[src/rtl/icache_pkg.sv]
// Shared configuration for the instruction cache: geometry defaults, reset
// vector, FSM state encodings and a saturating counter helper.
package icache_pkg;

  localparam int DEF_LINES = 16;
  localparam int DEF_WORDS = 4;

  localparam logic [31:0] RESET_VECTOR = 32'hBFC00000;

  localparam logic [1:0] ST_IDLE     = 2'd0;
  localparam logic [1:0] ST_MISS_REQ = 2'd1;
  localparam logic [1:0] ST_REFILL   = 2'd2;

  function automatic logic [15:0] sat_inc(input logic [15:0] v);
    return (v == 16'hFFFF) ? v : v + 16'd1;
  endfunction

endpackage

[src/rtl/icache_line_array.sv]
// Direct-mapped line storage: word data, tags and per-line valid bits.
// One write port shared by refill, invalidate and flush; asynchronous read.
module icache_line_array
  import icache_pkg::*;
#(
  parameter int LINES = DEF_LINES,
  parameter int WORDS = DEF_WORDS,
  parameter int TAG_W = 24,
  localparam int IDX_W = $clog2(LINES),
  localparam int OFF_W = $clog2(WORDS)
) (
  input  logic             CLK,
  input  logic             RESET,
  input  logic [IDX_W-1:0] rd_index,
  input  logic [OFF_W-1:0] rd_offset,
  output logic [31:0]      rd_word,
  output logic [TAG_W-1:0] rd_tag,
  output logic             rd_valid,
  input  logic [IDX_W-1:0] wr_index,
  input  logic [OFF_W-1:0] wr_offset,
  input  logic             word_we,
  input  logic [31:0]      wr_data,
  input  logic             tag_we,
  input  logic [TAG_W-1:0] wr_tag,
  input  logic             set_valid,
  input  logic             clr_valid,
  input  logic             clr_all
);

  logic [31:0]      data_mem [LINES*WORDS];
  logic [TAG_W-1:0] tag_mem  [LINES];
  logic [LINES-1:0] valid_reg;
  logic [LINES-1:0] valid_next;
  logic [LINES-1:0] line_sel;

  always_ff @(posedge CLK) begin
    if (word_we) data_mem[{wr_index, wr_offset}] <= wr_data;
    if (tag_we)  tag_mem[wr_index] <= wr_tag;
  end

  for (genvar gi = 0; gi < LINES; gi++) begin : g_sel
    localparam logic [IDX_W-1:0] LINE_ID = IDX_W'(gi);
    assign line_sel[gi] = (wr_index == LINE_ID);
  end

  // Flush wins over everything; invalidate and set never coincide.
  always_comb begin
    valid_next = valid_reg;
    if (clr_all)        valid_next = '0;
    else if (clr_valid) valid_next = valid_reg & ~line_sel;
    else if (set_valid) valid_next = valid_reg | line_sel;
  end

  always_ff @(posedge CLK or negedge RESET) begin
    if (!RESET) valid_reg <= '0;
    else        valid_reg <= valid_next;
  end

  assign rd_word  = data_mem[{rd_index, rd_offset}];
  assign rd_tag   = tag_mem[rd_index];
  assign rd_valid = valid_reg[rd_index];

endmodule

[src/rtl/icache.sv]
// Direct-mapped instruction cache with zero-latency hits and a blocking
// line refill FSM (IDLE lookup, MISS_REQ handshake, REFILL beat collection).
module icache
  import icache_pkg::*;
#(
  parameter int LINES = DEF_LINES,
  parameter int WORDS = DEF_WORDS
) (
  input  logic        CLK,
  input  logic        RESET,
  input  logic [31:0] Addr_IN,
  input  logic        Read_IN,
  input  logic        Flush_IN,
  output logic [31:0] Instr_OUT,
  output logic        Stall_OUT,
  output logic        Mem_Req_OUT,
  output logic [31:0] Mem_Addr_OUT,
  input  logic        Mem_Ack_IN,
  input  logic [31:0] Mem_Data_IN,
  input  logic        Mem_Data_Valid_IN,
  output logic [15:0] Hit_Count_OUT,
  output logic [15:0] Miss_Count_OUT
);

  localparam int OFF_W = $clog2(WORDS);
  localparam int IDX_W = $clog2(LINES);
  localparam int LO    = OFF_W + 2;
  localparam int TAG_W = 32 - IDX_W - LO;

  logic [1:0]       state_reg;
  logic [31:0]      line_addr_reg;
  logic [OFF_W-1:0] beat_reg;
  logic             flushed_reg;
  logic [15:0]      hit_cnt_reg;
  logic [15:0]      miss_cnt_reg;

  logic [OFF_W-1:0] req_off;
  logic [IDX_W-1:0] req_idx;
  logic [TAG_W-1:0] req_tag;
  logic [IDX_W-1:0] fill_idx;
  logic [TAG_W-1:0] fill_tag;
  logic [31:0]      rd_word;
  logic [TAG_W-1:0] rd_tag;
  logic             rd_valid;
  logic             is_idle;
  logic             hit;
  logic             miss_start;
  logic             beat_in;
  logic             last_beat;
  logic             unused_bits;

  assign req_off  = Addr_IN[LO-1:2];
  assign req_idx  = Addr_IN[IDX_W+LO-1:LO];
  assign req_tag  = Addr_IN[31:IDX_W+LO];
  assign fill_idx = line_addr_reg[IDX_W+LO-1:LO];
  assign fill_tag = line_addr_reg[31:IDX_W+LO];
  assign unused_bits = ^{Addr_IN[1:0], line_addr_reg[LO-1:0]};

  assign is_idle    = (state_reg == ST_IDLE);
  assign hit        = is_idle && Read_IN && rd_valid && (rd_tag == req_tag);
  assign miss_start = is_idle && Read_IN && !hit && !Flush_IN;
  assign beat_in    = (state_reg == ST_REFILL) && Mem_Data_Valid_IN;
  assign last_beat  = beat_in && (beat_reg == OFF_W'(WORDS - 1));

  // Write port index: lookup index while invalidating at miss entry, else the latched line.
  icache_line_array #(
    .LINES(LINES),
    .WORDS(WORDS),
    .TAG_W(TAG_W)
  ) u_lines (
    .CLK       (CLK),
    .RESET     (RESET),
    .rd_index  (req_idx),
    .rd_offset (req_off),
    .rd_word   (rd_word),
    .rd_tag    (rd_tag),
    .rd_valid  (rd_valid),
    .wr_index  (is_idle ? req_idx : fill_idx),
    .wr_offset (beat_reg),
    .word_we   (beat_in),
    .wr_data   (Mem_Data_IN),
    .tag_we    (last_beat),
    .wr_tag    (fill_tag),
    .set_valid (last_beat && !flushed_reg && !Flush_IN),
    .clr_valid (miss_start),
    .clr_all   (Flush_IN)
  );

  assign Instr_OUT      = hit ? rd_word : 32'd0;
  assign Stall_OUT      = !is_idle || (Read_IN && !hit);
  assign Mem_Req_OUT    = (state_reg == ST_MISS_REQ);
  assign Mem_Addr_OUT   = Mem_Req_OUT ? line_addr_reg : 32'd0;
  assign Hit_Count_OUT  = hit_cnt_reg;
  assign Miss_Count_OUT = miss_cnt_reg;

  always_ff @(posedge CLK or negedge RESET) begin
    if (!RESET) begin
      state_reg     <= ST_IDLE;
      line_addr_reg <= RESET_VECTOR;
      beat_reg      <= '0;
      flushed_reg   <= 1'b0;
      hit_cnt_reg   <= 16'd0;
      miss_cnt_reg  <= 16'd0;
    end else begin
      if (hit) hit_cnt_reg <= sat_inc(hit_cnt_reg);
      case (state_reg)
        ST_IDLE: begin
          if (miss_start) begin
            line_addr_reg <= {req_tag, req_idx, {LO{1'b0}}};
            miss_cnt_reg  <= sat_inc(miss_cnt_reg);
            flushed_reg   <= 1'b0;
            state_reg     <= ST_MISS_REQ;
          end
        end
        ST_MISS_REQ: begin
          if (Flush_IN) flushed_reg <= 1'b1;
          if (Mem_Ack_IN) begin
            beat_reg  <= '0;
            state_reg <= ST_REFILL;
          end
        end
        ST_REFILL: begin
          if (Flush_IN) flushed_reg <= 1'b1;
          if (beat_in) begin
            beat_reg <= beat_reg + OFF_W'(1);
            if (last_beat) state_reg <= ST_IDLE;
          end
        end
        default: state_reg <= ST_IDLE;
      endcase
    end
  end

endmodule

[config.mk]
export PLATFORM = sky130hd
export DESIGN_NAME = icache
export DESIGN_NICKNAME = d
export VERILOG_FILES = /design/src/rtl/icache_pkg.sv /design/src/rtl/icache_line_array.sv /design/src/rtl/icache.sv
export SDC_FILE = /design/constraint.sdc
export NUM_CORES = 2
export LEC_CHECK = 0
export BUFFER_PORTS_ARGS = -buffer_cell sky130_fd_sc_hd__buf_2
export CAP_MARGIN = 25
export CORE_UTILIZATION = 54
export CTS_CLUSTER_DIAMETER = 30
export CTS_CLUSTER_SIZE = 10
export DETAILED_ROUTE_END_ITERATION = 6
export PLACE_DENSITY_LB_ADDON = 0.05
export SLEW_MARGIN = 20
export SYNTH_ARGS = -nofsm -noshare
export SYNTH_HDL_FRONTEND = slang
export SYNTH_SLANG_ARGS = --single-unit
[constraint.sdc]
create_clock -name CLK -period 11.1 [get_ports CLK]
set_input_delay 0.555 -clock CLK [delete_from_list [all_inputs] [get_ports CLK]]
set_output_delay 0.555 -clock CLK [all_outputs]
set_load 0.005 [all_outputs]
* Word level (Yosys, flattened, before mapping)
Memories as Yosys holds them, arrays and structs flattened.
Cells that the tools add are included.
** Word-level totals
- Register bits after elaboration :: 81
- Memories :: 2
- Bits in writable memories :: 2432
- Bits of input ports :: 70
- Output and inout port bits :: 98
** Operators by class
- Reductions and logical operators :: 27
- Mux-type cells :: 23
- Bitwise operators :: 5
- Magnitude comparators :: 1
- Equality and inequality tests :: 26
- $add $sub $neg :: 3
** Memories
- u_lines.data_mem :: depth 64, width 32, read ports 1, clocked after Yosys merged registers in 0, write ports 1, RTL line icache_line_array.sv:30 : logic [31:0] data_mem [LINES*WORDS];
- u_lines.tag_mem :: depth 16, width 24, read ports 1, clocked after Yosys merged registers in 0, write ports 1, RTL line icache_line_array.sv:31 : logic [TAG_W-1:0] tag_mem [LINES];
** Operators with widths (count)
- 2-to-1 mux 32 bit :: 2
- 2-to-1 mux 16 bit :: 3
- adder 16 x 1 -> 16 bit, second input constant :: 2
- equality test 16 bit, second input constant :: 2
- equality test 4 bit, second input constant :: 8
- equality test 24 bit :: 1
- bitwise AND 16 bit :: 1
- equality test 4 x 3 -> 1 bit, second input constant :: 4
- inverter 16 bit :: 1
- bitwise OR 16 bit :: 1
- 2-to-1 mux 2 bit :: 6
- logical AND 1 bit :: 10
- AND reduction 3 bit :: 3
- equality test 4 x 2 -> 1 bit, second input constant :: 2
- 2-to-1 mux 1 bit :: 7
- != test 2 x 1 -> 1 bit, second input constant :: 3
- case mux 2 bit (3 select lines) :: 1
- less-than comparator 4 x 5 -> 1 bit, second input constant :: 1
- binary-select mux 1 bit (select 4 bit) :: 1
- equality test 2 bit, second input constant :: 2
- equality test 4 x 1 -> 1 bit, second input constant :: 1
- zero test 1 bit :: 4
- zero test 4 bit :: 1
- 2-to-1 mux 4 bit :: 1
- other kinds (13) :: 17

* Longest topological paths before layout
- Depth after elaboration :: 9
- Depth in mapped cells :: 15
- Depth with buffers taken out :: 11

* By module
A second synthesis with hierarchy kept.
** Second synthesis, totals
- Cells, all modules :: 4256
- Area total of the unflattened synthesis :: 96357.4 µm²
** By module, submodules not included
- icache_line_array :: instances 1, cells each 3903, area each 92647.6 µm²
- icache :: instances 1, cells each 353, area each 3709.8 µm²

* Worst setup path after synthesis
OpenSTA, ideal clock, no wires.
- Path kind :: input to register
- Start :: in Addr_IN[6]
- End :: mem u_lines.data_mem[54][0] (enable)
- Cell stages on the path :: 11
- Data arrival time :: 3.944 ns
- Path buffers :: 7
- Slack :: 6.735 ns
- Path through :: buf_6 > buf_6 > buf_6 > buf_6 > buf_2 > clkbuf_1 > clkbuf_1 > mux2i_1 > nor2_1 > nand2_1 > nor2_1
** Between the ends
- Cells in the longest elaborated chain, start to end :: 1
** Ends and longest elaborated chain
- start: declaration :: RTL line icache.sv:11 : input logic [31:0] Addr_IN,
- 2-to-1 mux 4 bit :: RTL line icache.sv:78 : .wr_index (is_idle ? req_idx : fill_idx),
- end: declaration :: RTL line icache_line_array.sv:30
No other way between the ends.

* Final worst setup path
- Start :: in Addr_IN[4]
- End :: out Instr_OUT[11]
** Between the ends
- Cells in the longest elaborated chain, start to end :: 5
- Elaborated cells between the ends (all ways) :: 8
- Those cells by class :: eq/ne (1); mux (3); reduce/logical (2); memory (2)
** Ends and longest elaborated chain
- parallel branches: the longest is 4 deep, another holds memory (16 x 24 bit)
- 2-to-1 mux 32 bit * :: RTL line icache.sv:89 : assign Instr_OUT = hit ? rd_word : 32'd0;
- end: declaration :: RTL line icache.sv:14 : output logic [31:0] Instr_OUT,
Every way passes the cells marked *. The select of a mux whose other input is x is not followed.

==> qor_table.md <==
| Stage | Quantity | Value |
|:---|:---|:---|
| die | Vertical die dimension | 427 µm |
| critical path | Capturing element type of the critical path | output pin |
| die | Chip Width | 427 µm |
| min path | Type of the worst min-delay path | input pin to register |
| critical path | Maximum fanout along the worst path | 74 |
| die | Top-level I/O count | 168 |
| critical path | Launch point of the critical path | Addr_IN[4] |
| yosys | Sequential cell area fraction in the yosys report | 0.771 |
| yosys | Proportion of synthesized flip-flops having asynchronous set or reset | 0.0322 |
| power and ir drop | Internal | 21.1 mW |
| placed design | Count of input and output buffers | 161 |
| drt | # DRC | 0 |
| yosys | Synth Cell Area | 0.0974 mm² |
| sta | Achievable Freq | 147 MHz |
| sta | Count of endpoints failing setup in the final report | 0 |
| sta | Worst hold slack across all endpoints | 0.0189 ns |
| cells and area | Ratio of cells with drive above 1 in the final layout | 0.378 |
| power and ir drop | Pwr/cell area | 225 mW/mm² |
| clock tree | Number of instances resized during post-cts repair | 0 |
| placed design | Sum of net half-perimeters after detailed placement | 128 mm |
| sta | Count of endpoints failing hold in the final timing report | 0 |
| critical path | Reg2Reg Capture Point | line_addr_reg[12]$_DFFE_PN0P_ |
| yosys | Number of synthesized flops with an enable pin | 2,432 |
| yosys | Count of distinct cell types in the synthesized netlist | 64 |
| clock tree | TritonCTS buffer count | 490 |
| power and ir drop | Switch share | 0.213 |
| yosys | Average cell area after synthesis | 23.6 µm² |
| critical path | Startpoint of the most critical register-to-register path | state_reg[0]$_DFFE_PN0P_ |
| clock tree | Clock tree root buffer cell | clkbuf_16 |
| die | Floorplan die area | 0.182 mm² |
| global routing | Number of global-route vias before repair | 48.0k |
| critical path | Number of cells traversed by the worst register-to-register path | 10 |
| sta | Worst Max-Slew Pin Slew | 1.08 ns |
| die | Placement row count | 155 |
| clock tree | Clock-pin slew on the worst setup and hold paths | 0.05 ns |
| status | Result of the run | complete, no violations |
| die | Effective utilization at floorplan | 0.545 |
| global routing | First-pass GRT wire length | 356 mm |
| yosys | Cells taking the most area after synthesis | edfxtp_1 (75%), mux4_2 (17%), dfrtp_1 (1.8%) |
| power and ir drop | Part of the total power dissipated in the clock network | 0.539 |
| cells and area | Area delta synth->final | 22.1% |
| sta | Period minus WS final | 6.79 ns |
| clock tree | CTS max path bufs | 4 |
| critical path | End point of the critical path | Instr_OUT[11] |
| run | Number of maximum-capacitance constraint violations | 0 |
| power and ir drop | Combinational Power Share | 0.049 |
| global routing | Largest net degree at the start of global routing | 122 |
| cells and area | Final cell count without fillers | 7,486 |
| sta | Remaining max-slew budget at the tightest pin | 0.278 |
| clock tree | Post-CTS repair timing setup buffer count | 0 |
| power and ir drop | Leakage power summed over all cells | 39.1 nW |
| sta | Total Neg Setup Slack | 0 ns |
| yosys | Number of storage elements in the synthesis netlist | 2,513 |
| sta | Maximum clock skew at final layout | 0.0461 ns |
| cells and area | Most frequent standard cell in the layout excluding fill and tap cells | edfxtp_1 |
| placed design | Placed Cells incl. Taps | 6,547 |
| clock tree | Worst skew pair latency | 0.99 ns |
| clock tree | CTS Hold Bufs | 26 |
| power and ir drop | Total net switching power | 5.71 mW |
| critical path | CP startpoint kind | input pin |
| yosys | Yosys warns | 0 |
| critical path | Required time at the worst-slack endpoint | 10.55 ns |
| sta | RSZ-0062 raised after global routing | false |
| placed design | Routability cong. | 0.788 |
| yosys | Synth area leader | edfxtp_1 |
| global routing | Total congestion overflow after global routing | 0 |
| drt | Wirelength, routed | 251 mm |
| yosys | Top-area cell type share of the netlist area | 0.750 |
| clock tree | H-Tree Level Count | 5 |
| clock tree | TritonCTS Sinks | 2,513 |
| critical path | Arrival time at the worst endpoint | 6.24 ns |
| yosys | Main synth FF type | edfxtp_1 |
| critical path | Critical path class | input pin to output pin |
| drt | Average wire length per cell after detail routing | 33.5 µm |
| global routing | Overall global routing resource usage | 0.281 |
| placed design | Worst setup timing slack at the placement stage | 4.15 ns |
| cells and area | Final instance area | 0.119 mm² |
| cells and area | Flip-flop count of the largest register after layout | 2,048 |
| sta | Setup slack after layout | 4.31 ns |
| drt | Overall via count from detail_route | 47.4k |
| placed design | Placed instance area | 0.102 mm² |
| power and ir drop | Largest voltage drop on the vdd net | 0.000168 V |
| power and ir drop | Sequential share of power | 0.412 |
| cells and area | Nets | 4,807 |
| drt | DR iter-0 viols | 5,340 |
| drt | First-pass iteration count of the detailed router | 5 |
| yosys | Cell count after synthesis | 4,124 |
| drt | Remaining antenna violation count after routing | 0 |
| sta | Final-report max-slew violation count | 0 |
| sta | Period Utilization, post-route | 0.612 |
| die | Placeable Area | 0.179 mm² |
| global routing | Number of antenna violations at the first check in global routing | 10 |
| drt | Drt via density | 6.33 |
| critical path | Flop2flop setup slack | 5.94 ns |
| cells and area | Highest-count cells in the layout ignoring fill and taps | edfxtp_1 (2,432), mux4_2 (756), clkbuf_16 (496) |
| clock tree | TritonCTS clock tree | yes |
## area by class of cell
class | count | area [µm²]
multi-input combinational | 1379 | 21900
inverter | 19 | 77.6
sequential | 2513 | 75100
antenna | 2 | 5.00
clock buffer | 579 | 12800
clock inverter | 311 | 3530
fill | 11400 | 59800
tap | 2355 | 2950
timing repair buffer | 328 | 2590
## worst min path at each step
stage | cells past startpoint | to | startpoint
3_5_place_dp | 1 | Miss_Count_OUT[7]$_DFFE_PN0P_ | Miss_Count_OUT[7]$_DFFE_PN0P_
5_1_grt | 1 | u_lines.data_mem[28][7]$_DFFE_PP_ | Mem_Data_IN[7]
2_1_floorplan | 0 | Hit_Count_OUT[0]$_DFFE_PN0P_ | RESET
4_1_cts | 3 | beat_reg[1]$_DFFE_PN0P_ | Mem_Data_Valid_IN
6_report | 1 | u_lines.data_mem[34][3]$_DFFE_PP_ | Mem_Data_IN[3]
3_3_place_gp | 1 | Miss_Count_OUT[7]$_DFFE_PN0P_ | Miss_Count_OUT[7]$_DFFE_PN0P_
## cells in the mapped netlist, drive strengths merged, types with 2 or more instances
cell / n
and3: 16
a31oi: 2
a22oi: 4
ha: 6
nor2: 105
nand2: 41
mux2: 43
and4: 2
o31a: 2
o31ai: 3
o211ai: 4
o2bb2ai: 2
clkbuf: 112
or4: 2
edfxtp: 2432
o22ai: 4
a221oi: 4
nand3: 25
inv: 18
nand2b: 5
nor2b: 37
o2111ai: 2
mux4: 756
and2: 33
a22o: 4
dfrtp: 72
dfstp: 9
nor4: 15
nor3b: 6
nor3: 19
buf: 104
o21ai: 13
xnor2: 33
nand4: 13
mux2i: 68
xor2: 24
a2111oi: 2
nor4b: 4
nand3b: 5
a211oi: 38
a21oi: 25
## metrics by stage
stage | util | power [mW]
final | 0.665 | 26.8
after global routing | 0.665 | 27.5
after CTS | 0.663 | 26.9
after detailed placement | 0.570 | 12.5
after global placement | 0.569 | 12.5
after floorplan | - | 11.8
## power groups by stage
stage | Clock, mW | Sequential [mW] | Combinational [mW]
after global placement | 0 | 11.2 | 1.27
after floorplan | 0 | 11.1 | 0.749
after detailed placement | 0 | 11.2 | 1.29
final | 14.5 | 11.0 | 1.31
after global routing | 15.1 | 11.1 | 1.39
after CTS | 14.6 | 11.0 | 1.30
## cell families after synthesis
kind of cell	share of synthesized area
AND/OR/NAND/NOR	0.0179
XOR/XNOR	0.00520
buffers and inverters	0.0107
other	0.0000385
multiplexers	0.187
flip-flops	0.771
adder cells (fa/ha/maj)	0.000771
AO/OA/AOI/OAI	0.00809
## critical path: stages
cell      delay, ns
buf_8          0.58
buf_4          0.81
mux4_2         0.59
mux2i_1        0.27
xnor2_1        0.12
nor4b_1        0.35
mux2i_1        0.25
nor3b_1        0.71
nand3_4        0.80
a211oi_1       0.77
buf_2          0.22
## per-layer routing
layer,GRT usage,wire [µm],vias up
met1,0.401,102000,25800
met4,0.0748,5050,2
met5,0,13,-
li1,-,-,19100
met2,0.451,125000,2065
met3,0.0518,18700,374
Power figures use the tool's default switching activity.
